==> src/rtl/avalon_mem_tester.sv <==
// Avalon-MM memory tester: writes seed+index, reads back, counts mismatches.
// Define MEMTEST_INV_PASS_EN to add a second pass using the inverted pattern.
module avalon_mem_tester #(
  parameter int ADDR_W = 10,
  parameter int DATA_W = 32
) (
  input  logic                clk,
  input  logic                reset,
  input  logic                start,
  input  logic [ADDR_W-1:0]   base,
  input  logic [ADDR_W:0]     count,
  input  logic [DATA_W-1:0]   seed,
  output logic                busy,
  output logic                done,
  output logic                pass,
  output logic [ADDR_W:0]     err_count,
  output logic [ADDR_W-1:0]   first_err_addr,
  output logic [ADDR_W-1:0]   avm_address,
  output logic [DATA_W/8-1:0] avm_byteenable,
  output logic                avm_read,
  output logic                avm_write,
  output logic [DATA_W-1:0]   avm_writedata,
  input  logic [DATA_W-1:0]   avm_readdata,
  input  logic                avm_waitrequest
);

  typedef enum logic [2:0] {
    IDLE,
    WRITE,
    READ,
    RDATA,
    FIN
  } state_t;

  localparam logic [ADDR_W:0] ONE = 1;

  state_t            state;
  state_t            state_nx;
  logic [ADDR_W-1:0] base_q;
  logic [ADDR_W:0]   count_q;
  logic [DATA_W-1:0] seed_q;
  logic [ADDR_W:0]   index;
  logic [ADDR_W-1:0] cur_addr;
  logic [DATA_W-1:0] sum;
  logic [DATA_W-1:0] pattern;
  logic              last;
  logic              accept;
  logic              mismatch;
  logic              err_max;

`ifdef MEMTEST_INV_PASS_EN
  logic              inv;
`endif

  assign cur_addr = base_q + index[ADDR_W-1:0];
  assign sum      = seed_q + DATA_W'(index);
  assign last     = (index == count_q - ONE);
  assign accept   = !avm_waitrequest;
  assign err_max  = &err_count;

`ifdef MEMTEST_INV_PASS_EN
  assign pattern  = inv ? ~sum : sum;
`else
  assign pattern  = sum;
`endif

  // Read latency is one cycle, so RDATA compares the word issued by READ
  assign mismatch = (state == RDATA) && (avm_readdata != pattern);

  always_comb begin
    state_nx       = state;
    busy           = (state != IDLE);
    done           = (state == FIN);
    avm_write      = (state == WRITE);
    avm_read       = (state == READ);
    avm_address    = '0;
    avm_byteenable = '0;
    avm_writedata  = '0;
    if (avm_write || avm_read) begin
      avm_address    = cur_addr;
      avm_byteenable = '1;
    end
    if (avm_write) avm_writedata = pattern;
    unique case (state)
      IDLE:
        if (start) state_nx = (count == '0) ? FIN : WRITE;
      WRITE:
        if (accept && last) state_nx = READ;
      READ:
        if (accept) state_nx = RDATA;
      RDATA:
`ifdef MEMTEST_INV_PASS_EN
        if (last) state_nx = inv ? FIN : WRITE;
        else      state_nx = READ;
`else
        state_nx = last ? FIN : READ;
`endif
      FIN:
        state_nx = IDLE;
      default:
        state_nx = IDLE;
    endcase
  end

  always_ff @(posedge clk) begin
    if (reset) begin
      state          <= IDLE;
      base_q         <= '0;
      count_q        <= '0;
      seed_q         <= '0;
      index          <= '0;
      err_count      <= '0;
      first_err_addr <= '0;
      pass           <= 1'b0;
`ifdef MEMTEST_INV_PASS_EN
      inv            <= 1'b0;
`endif
    end else begin
      state <= state_nx;
      unique case (state)
        IDLE:
          if (start) begin
            base_q         <= base;
            count_q        <= count;
            seed_q         <= seed;
            index          <= '0;
            err_count      <= '0;
            first_err_addr <= '0;
            pass           <= (count == '0);
`ifdef MEMTEST_INV_PASS_EN
            inv            <= 1'b0;
`endif
          end
        WRITE:
          if (accept) index <= last ? '0 : index + ONE;
        RDATA: begin
          if (mismatch) begin
            if (!err_max) err_count <= err_count + ONE;
            if (err_count == '0) first_err_addr <= cur_addr;
          end
          index <= last ? '0 : index + ONE;
`ifdef MEMTEST_INV_PASS_EN
          if (last) inv <= 1'b1;
`endif
          // pass is ready in the same cycle done is raised
          if (state_nx == FIN) pass <= (err_count == '0) && !mismatch;
        end
        default: ;
      endcase
    end
  end

endmodule
==> config.mk <==
export PLATFORM = sky130hd
export DESIGN_NAME = avalon_mem_tester
export DESIGN_NICKNAME = d
export VERILOG_FILES = /design/src/rtl/avalon_mem_tester.sv
export SDC_FILE = /design/constraint.sdc
export NUM_CORES = 1
export LEC_CHECK = 0
export BUFFER_PORTS_ARGS = -buffer_cell sky130_fd_sc_hd__buf_2
export CAP_MARGIN = 20
export CELL_PAD_IN_SITES_DETAIL_PLACEMENT = 1
export CELL_PAD_IN_SITES_GLOBAL_PLACEMENT = 1
export CORE_MARGIN = 10
export CORE_UTILIZATION = 25
export CTS_CLUSTER_DIAMETER = 80
export CTS_CLUSTER_SIZE = 40
export DETAILED_ROUTE_END_ITERATION = 8
export HOLD_SLACK_MARGIN = 0.1
export PLACE_DENSITY_LB_ADDON = 0.1
export SLEW_MARGIN = 20
export SYNTH_ARGS = -nofsm -noshare
export SYNTH_HDL_FRONTEND = slang
export SYNTH_SLANG_ARGS = --single-unit
==> constraint.sdc <==
create_clock -name clk -period 3.3 [get_ports clk]
set_clock_uncertainty 0.1 [all_clocks]
set_input_delay 0.66 -clock clk [delete_from_list [all_inputs] [get_ports clk]]
set_output_delay 0.66 -clock clk [all_outputs]
set_load 0.02 [all_outputs]
# == Word-level counts from Yosys, hierarchy flattened ==
# Index checks and enable logic that the tools add are counted.
# op_classes
addsub,5
mul,0
div,0
order_cmp,0
eq_ne,13
shifts,0
muxes,23
bitwise_logic,0
reduce_logical,18
# op_table
operator,n
$mux 11,5
$mux 10,4
$pmux 11 s3,1
$add 32x11->32,1
$mux 32,1
$ne 32x32->1,1
$add 11x1->11 const B,2
$logic_not 11->1,2
$pmux 11 s2,1
$pmux 10 s2,1
$mux 3,5
$pmux 3 s4,1
$eq 11x11->1,1
$reduce_and 11->1,1
$sub 11x1->11 const B,1
$add 10x10->10,1
$ne 2x2->1 const B,4
$reduce_and 4->1,2
$eq 3x2->1 const B,2
$eq 3x3->1 const B,2
$reduce_and 3->1,2
$reduce_bool 3->1,2
$mux 4,1
$ne 2x1->1 const B,2
9 further kinds,13
# totals
ff_bits,89
latch_bits,0
mem_bits_rw,0
mem_bits_ro,0
output_inout_bits,72
word_cells,67
mem_count,0

# == Longest topological paths before layout ==
# Gate-level depths: netlist of the first run.
# depth
word_depth,8
depth_mapped,15
mapped_depth_nobuf,13

# == Least setup slack after synthesis of the first run ==
# Ideal clock, no wire load.
# synth_path
kind,register to register
from,register index[0]
to,register first_err_addr[8]
setup_time_ns,0.070
t_arrival_ns,3.360
required_ns,3.130
setup_slack_ns,-0.230
path_stages_with_launch,16
n_path_buf,2
period_less_slack_ns,3.530
path_cell_list,dfxtp_1 ha_1 inv_1 fa_1 nor2b_1 o311a_1 o21ai_4 a21oi_1 xnor3_1 nor4b_1 and4_1 and4_1 buf_6 or4_4 buf_6 o2bb2ai_1
# synth_via
elab_chain_cells,5
word_cells_on_any_way,9
# synth_rtl
element,line_no,text
start: declaration,42,logic [ADDR_W:0] index;
start signal: assignment,135,if (accept) index <= last ? '0 : index + ONE;
start signal: assignment,141,index <= last ? '0 : index + ONE;
$add 32x11->32,56,assign sum = seed_q + DATA_W'(index);
$ne 32x32->1,68,assign mismatch = (state == RDATA) && (avm_readdata != pattern);
$logic_and 1x1->1,68,
$ne 2x2->1 (no line),n/a,
$reduce_and 4->1 (no line),n/a,
end signal: assignment,139,if (err_count == '0) first_err_addr <= cur_addr;
end: declaration,17,"output logic [ADDR_W-1:0] first_err_addr,"
# Parallel ways exist; a longest one is shown, timed or not. The select of a mux whose other input is x is not followed.
# A chain may end at the register's enable or synchronous reset.

# == Final worst setup path of the first run ==
# layout_path
from,register index[2]
to,output avm_address[4]
# layout_via
elab_chain_cells,2
# layout_rtl
element,line_no,text
$add 10x10->10,55,assign cur_addr = base_q + index[ADDR_W-1:0];
$mux 10,79,if (avm_write || avm_read) begin
end: declaration,18,"output logic [ADDR_W-1:0] avm_address,"
# No other way between the ends.

==> results of run 1 <==
-- through the flow --
| stage | worst slack, ps | hold WS (ps) | cell area [sq um] | instances |
|---|---|---|---|---|
| floorplan | 16.60 | 340.6 | 6330 | 835 |
| global placement | -285.9 | 343.6 | 8254 | 1396 |
| detailed placement | -264.7 | 350.2 | 8254 | 1396 |
| CTS | -250.7 | 370.9 | 9148 | 1433 |
| global route | -377.1 | 390.4 | 9930 | 1446 |
| finish | -238.7 | 365.5 | 9930 | 1446 |
-- logic make-up after synthesis --
group | count (synthesis) | share of synthesized area [%]
AO/OA/AOI/OAI | 188 | 19.39
buffers and inverters | 79 | 5.379
AND/OR/NAND/NOR | 358 | 27.13
flip-flops | 89 | 28.27
multiplexers | 5 | 0.7940
XOR/XNOR | 90 | 13.64
adder cells (fa/ha/maj) | 26 | 5.399
-- cell usage in the layout, fill, tap and decap left out, types with 5 or more instances in the layout --
| master | instances |
|---|---|
| a21o_1 | 5 |
| a21oi_1 | 74 |
| a21oi_2 | 17 |
| a21oi_4 | 13 |
| and2_1 | 6 |
| buf_2 | 139 |
| buf_4 | 140 |
| buf_6 | 31 |
| clkbuf_16 | 10 |
| dfxtp_1 | 73 |
| dfxtp_2 | 14 |
| ha_1 | 11 |
| ha_4 | 11 |
| inv_1 | 27 |
| mux2i_1 | 5 |
| nand2_1 | 138 |
| nand2b_1 | 11 |
| nand3_1 | 17 |
| nand3b_1 | 7 |
| nand4_1 | 18 |
| nor2_1 | 73 |
| nor2_2 | 6 |
| nor3_1 | 15 |
| nor4_1 | 5 |
| nor4_2 | 5 |
| o21ai_0 | 11 |
| o21bai_1 | 5 |
| o2bb2ai_2 | 9 |
| or3_1 | 5 |
| or4_4 | 5 |
| xnor2_1 | 40 |
| xnor2_2 | 17 |
| xor2_1 | 24 |
-- layout make-up --
type | instances | area, sq um
inverter | 28 | 105.1
fill | 3033 | 15030
multi-input combinational | 668 | 5131
tap | 330 | 412.9
sequential | 89 | 1807
timing repair buffer | 315 | 2196
clock inverter | 6 | 48.80
clock buffer | 10 | 229.0
-- path summary, 6_finish.rpt --
kind	startpoint	to	slack, ps
setup / recovery	index[2]	avm_address[4]	-240
hold / removal	base_q[3]	base_q[3]	370
setup reg to reg	index[0]	first_err_addr[5]	-210
hold reg to reg	base_q[3]	base_q[3]	370
-- worst max-delay path, cell delays in order, from the launching register on --
cell,delay (ps)
dfxtp_2,340
buf_4,180
ha_4,300
a21oi_2,50
nor2_1,130
nor2_2,60
buf_4,130
buf_4,120
buf_4,120
buf_4,120
buf_4,130
buf_4,120
buf_4,120
xnor2_1,260
nor2_1,60
buf_2,180
-- where the power goes --
part / leakage [nW] / switching [mW] / internal (mW) / total [mW]
clock network: 0.139 / 0.495 / 0.522 / 1.02
logic: 3.21 / 0.407 / 0.300 / 0.707
registers: 0.734 / 0.0459 / 1.12 / 1.17
total: 4.08 / 0.948 / 1.94 / 2.89
-- routing by layer --
layer / global-route usage (%) / wire length [microns] / up-vias
met4: 3.961 / 361 / 0
met1: 19.39 / 11690 / 3341
li1: - / - / 3455
met5: 0 / 0 / -
met3: 2.612 / 983 / 23
met2: 29.09 / 13940 / 115
-- sequential cells by signal, indices dropped and copies added, names as in the netlist --
signal,flops
err_count,11
base_q,10
first_err_addr,10
count_q,11
index,11
state,3
seed_q,32
pass,1
-- repair_timing --
item	CTS	global route
setup endpoints to repair	45	49
endpoints found under the hold margin	0	0
resized for setup	85	147
pin swaps	31	79
buffers inserted	20	17
cloned	1	2
==> impl_summary.md, run 1 <==
Critical path
For the worst setup path, the data arrival time is 2780 ps. The path type of the worst setup path is flip-flop to output port. The critical-path maximum fanout is 8. The element type at the critical path start is a flip-flop. For the worst setup path, the data required time is 2540 ps. The depth of the most critical reg-to-reg path is 16. The nature of the critical path endpoint is an output port.

Clocking
The number of CTS-inserted buffers is 9. In this run the number of H-tree levels came out at 3. In this run the clock root is driven by a clkbuf_16. The source-to-sink clock delay at the later pin of the worst-skew pair is roughly 350 ps. Counting along the longest clock path gives a buffer depth of 2. The number of hold buffers added after CTS was 0. The sink count of the clock tree is about 90.

The CTS tree is done. The clock slew at the register clock pins of the worst setup and hold paths is 70 ps.

Die
The starting density of the core is between 20% and 30%. The floorplan step set the die height to about 180 microns. The standard-cell row count is 58. After floorplanning, the core was sized to cover 0.02496 sq mm. Measured along the x axis, the die boundary spans approximately 180 microns. The count of boundary I/O pins is around 160. The die covers about 0.032 sq mm.

Status
The flow ran to the end, but the final reports show violations. The checks that failed: setup timing.

Routing
After detailed routing, the total wire length is 26980 microns. The via total after detailed routing is just under 7000. The number of routed nets with antenna violations is 0.

The first detailed-routing pass ran for 4 iterations. After detailed routing, the number of vias per cell comes to between 4 and 5. The DRC marker count from the first detailed-route iteration is about 270.

The remaining routing DRC violations is 0. The routed length per placed instance is 18.65 microns.

Pwr
Across the VDD grid, the largest voltage drop is just under 0.0002 V. The leakage power figure is between 4 and 5 nW. The design draws between 2 and 3 mW.

The power per standard cell area is approximately 290 mW/mm^2.

Global routing
The number of global-route vias before repair came to about 7000. The total routing usage reported by global routing is roughly 16%. The number of antenna violations at the first check in global routing is 0.

Entering global routing, the biggest net connects 54 pins. The sum of overflow across all layers after global routing is 0. The global-route wire length before repair is around 40000 microns.

Placed design
The port buffer count is 160. The congestion estimate from routability-driven global placement came to between 0.8 and 0.9. The total half-perimeter wirelength after legalization and detailed placement is just over 20000 microns.

Job
Max-cap violations in this run came to 0.

Synth
Of the post-synthesis cell area, the dominant cell type holds 28.27%. After synthesis, the most frequently instantiated cells are nand2_1 (144), a21oi_1 (99), dfxtp_1 (89). In the post-synthesis netlist, the cell with the most instances is nand2_1. The proportion of synthesized chip area in sequential cells is between 20% and 30%.

The synthesized area per cell is 7.549 sq um. The library cell occupying the most area in the post-synthesis netlist is dfxtp_1. Counting flops with an async set or reset pin after synthesis yields a share of 0%.

The number of synthesized flops with an enable pin is 0. The number of warning messages in the yosys log is 0. The instance count of the mapped netlist is between 800 and 900. The net count after synthesis is 950. The number of different library cells used by synthesis comes to 73. In the synthesized netlist the dominant register cell turns out to be dfxtp_1. By area the synthesized netlist is led by dfxtp_1 (28%), nand2_1 (8.6%), xnor2_1 (8.1%). The cell area that synthesis handed to floorplanning was approximately 0.0063 sq mm. The synthesized design contains 89 register bits.

Min path
The path class of the tightest hold or removal check is flip-flop to flip-flop. The number of cells on the worst hold path is 2.

Finish
The net count of the finished layout is approximately 1200. 0 antenna diodes ended up in the layout. The layout cell share with drive strength beyond 1 is between 40% and 50%.

The post-layout utilization of the core is between 30% and 40%. Relative to the synthesized area, the layout overhead comes to 57.52%.

STA
Adding up every negative setup slack in the final design gives -4149 ps. The maximum clock frequency is 282.6 MHz. Setup repair after global routing could not meet its margin everywhere. The shortest period the worst path allows is around 3500 ps.

The number of slew-limit violations in the final report is 0. Measured against its own limit, the worst slew margin works out to a little under half. Setup slack on the critical path of the routed design comes to -238.7 ps. The setup violation total in the final timing report is 35. The count of endpoints failing hold in the final timing report is 0. The measured slew at the worst slew-check pin is roughly 780 ps.

The fraction of the cycle the final worst path needs is 107.2%.
Note: power is estimated with default switching activity, not from simulation.
==> run 2: changes to the inputs <==
==> constraint.sdc (replaced) <==
create_clock -name clk -period 4.1 [get_ports clk]
set_clock_uncertainty 0.1 [all_clocks]
set_input_delay 0.82 -clock clk [delete_from_list [all_inputs] [get_ports clk]]
set_output_delay 0.82 -clock clk [all_outputs]
set_load 0.02 [all_outputs]
==> impl_summary.md, run 2 (same netlist as run 1, synthesis figures left out) <==
Critical path
The nature of the critical path endpoint is a flip-flop (was output port). The depth of the most critical reg-to-reg path is 14 (was 16). Ordered list of cells on the worst path: ha_1, inv_1, fa_1, nor2b_1, o311a_1, o21ai_4, a21oi_2, xnor2_1, o2111ai_1, nor4_2, and4_1, buf_4, or4_1, a21oi_1 (was buf_4, ha_4, a21oi_2, nor2_1, nor2_2, buf_4, buf_4, buf_4, buf_4, buf_4, buf_4, buf_4, xnor2_1, nor2_1, buf_2). The critical path's top delay family is compound AO/OA/AOI/OAI gates (was buffers and inverters). The peak per-stage delay on the critical path is 470 ps (was 340 ps). The highest-delay cell along the critical path is or4_1 (was dfxtp_2). The element type at the critical path start is a flip-flop (unchanged).

The required time reported for the critical path endpoint is 4280 ps (was 2540 ps). The arrival time at the worst endpoint is 4020 ps (was 2780 ps). The depth of the critical timing path with buffers and inverters included is 14 (was 15).

The critical-path maximum fanout is 12 (was 8). The path type of the worst setup path is flip-flop to flip-flop (was flip-flop to output port). The sum of buffers and inverters on the critical path is 2 (was 9).

Routing
The wire length after detailed routing is 24160 microns (was 26980 microns). The DRC marker count from the first detailed-route iteration was 213 (was 274). The routed length per placed instance is 18.33 microns (was 18.65 microns). The via total after detailed routing was 6281 (was 6934). The total iterations of the first detailed-routing run is 6 (was 4).

The ratio of routed vias to standard cells is 4.766 (was 4.795). The remaining routing DRC violations is 0 (unchanged). The number of routed nets with antenna violations is 0 (unchanged).

Finish
The final cell count without fillers is 1318 (was 1446). The area growth from synthesis to layout is 24.10% (was 57.52%). The post-layout utilization of the core is 31.34% (was 39.78%). The net total in the final layout was 1098 (was 1226). The layout cell share with drive strength beyond 1 is 23.58% (was 44.18%).

The register containing the most flip-flops in the final layout is seed_q (unchanged). Top library cells by usage in the layout, fill and taps aside: buf_2 (160), nand2_1 (143), a21oi_1 (97) (was buf_4 (140), buf_2 (139), nand2_1 (138)). The count of inserted antenna diode cells was 0 (unchanged). The flip-flop count of the largest register after layout is 32 (unchanged). The most common cell after layout, fill and taps aside is buf_2 (was buf_4).

Clocking
The buffer type at the clock tree root is clkbuf_16 (unchanged). The maximum buffer depth of the clock tree was 2 (unchanged). The H-tree level count is 3 (unchanged). The source-to-sink clock delay at the later pin of the worst-skew pair was 360 ps (was 350 ps). The post-cts hold buffer count is 0 (unchanged). The clock slew at the register clock pins of the worst setup and hold paths is 80 ps (was 70 ps). The sink count of the clock tree is 89 (unchanged). The number of CTS-inserted buffers is 9 (unchanged).

The CTS tree is done (unchanged).

Global routing
The number of global-route vias before repair was 6598 (was 7212). The largest net degree at the start of global routing is 44 (was 54). The global-route wire length before repair is 37450 microns (was 40330 microns).

The number of antenna violations at the first check in global routing came to 0 (unchanged). The sum of overflow across all layers after global routing was 0 (unchanged). The total routing usage reported by global routing came to 14.95% (was 16.11%).

Placed design
The total half-perimeter wirelength after legalization and detailed placement was 19410 microns (was 20170 microns). The total instance count after detailed placement came to 1301 (was 1396). The port buffer count was 160 (unchanged). The global placement routability congestion came to 0.8364 (was 0.8201).

STA
The final critical path takes up ~94% of the cycle. The setup total negative slack was 0 ps (was -4149 ps). The count of endpoints failing hold in the final timing report is 0 (unchanged).

The normalized max-slew margin was 43.99% (was 47.54%). Setup repair after global routing missed its margin: false (was true). The setup violation total in the final timing report is 0 (was 35). The number of slew-limit violations in the final report was 0 (unchanged). The shortest period the worst path allows is between 3000 and 4000 ps. The measured slew at the worst slew-check pin is 835.1 ps (was 779.8 ps). Static timing analysis puts the maximum clock frequency at 260.7 MHz.

Pwr
The leakage power figure is 3.212 nW (was 4.082 nW). The total power consumption of the routed design is 2.279 mW (was 2.890 mW). The power per standard cell area came to 291.3 mW/mm^2 (was 291.1 mW/mm^2). The worst supply voltage drop on vdd came to 0.0001582 V (was 0.0001972 V).

Min path
The type of the most critical hold path is flip-flop to flip-flop (unchanged). The number of cells on the worst hold path came to 1 (was 2).

Die
The horizontal die dimension came to 178.8 microns (unchanged). The y dimension of the die is 178.8 microns (unchanged). The area inside the core boundary is 0.02496 sq mm (unchanged). The starting density of the core is 25.25% (unchanged). The count of boundary I/O pins is 161 (unchanged). The full die area is 0.03197 sq mm (unchanged). The standard-cell row count is 58 (unchanged).

Job
The reported max-cap violation count is 0 (unchanged).

Status
Outcome: finished clean (was finished, violations left).
## run 2: stage by stage
| step | instance area, sq um | hold WS [ps] | worst slack, ps |
|---|---|---|---|
| floorplan | 6304 | 340.6 | 570.3 |
| global placement | 7490 | 342.3 | 99.49 |
| detailed placement | 7490 | 340.9 | -5.230 |
| CTS | 7800 | 362.6 | 105.4 |
| global route | 7823 | 388.8 | 19.68 |
| finish | 7823 | 358.2 | 264.0 |
## run 2: final timing paths
path,start,end,slack [ps]
setup reg to reg,seed_q[0],err_count[8],260
hold / removal,first_err_addr[9],first_err_addr[9],360
hold reg to reg,first_err_addr[9],first_err_addr[9],360
setup / recovery,seed_q[0],err_count[8],260
## run 2: repair_timing
| action | in CTS | in global routing |
|---|---|---|
| setup endpoints to repair | 9 | 11 |
| gates resized for setup | 1 | 3 |
| pin swaps | 0 | 1 |
| setup buffers | 0 | 1 |
## run 2: power by group
group	internal, mW	switching (mW)	total, mW	leakage [nW]
Clock	0.483	0.404	0.886	0.145
Combinational	0.178	0.268	0.446	2.34
Sequential	0.901	0.0458	0.947	0.726
## run 2: cell type report
type	count	area, sq um
inverters	28	105.1
flip-flops and latches	89	1782
repair buffers	188	1011
clock inverters	6	75.07
clock buffers	10	229.0
well taps	330	412.9
multi-input cells	667	4208
fillers	3112	17140
## run 2: metal layers
metal	vias up	GRT usage [%]	share of wire, %
met5	-	0	0
met4	0	3.548	1.0
met3	12	2.738	3.2
met2	76	25.56	49
met1	3005	19.00	47
li1	3188	-	-
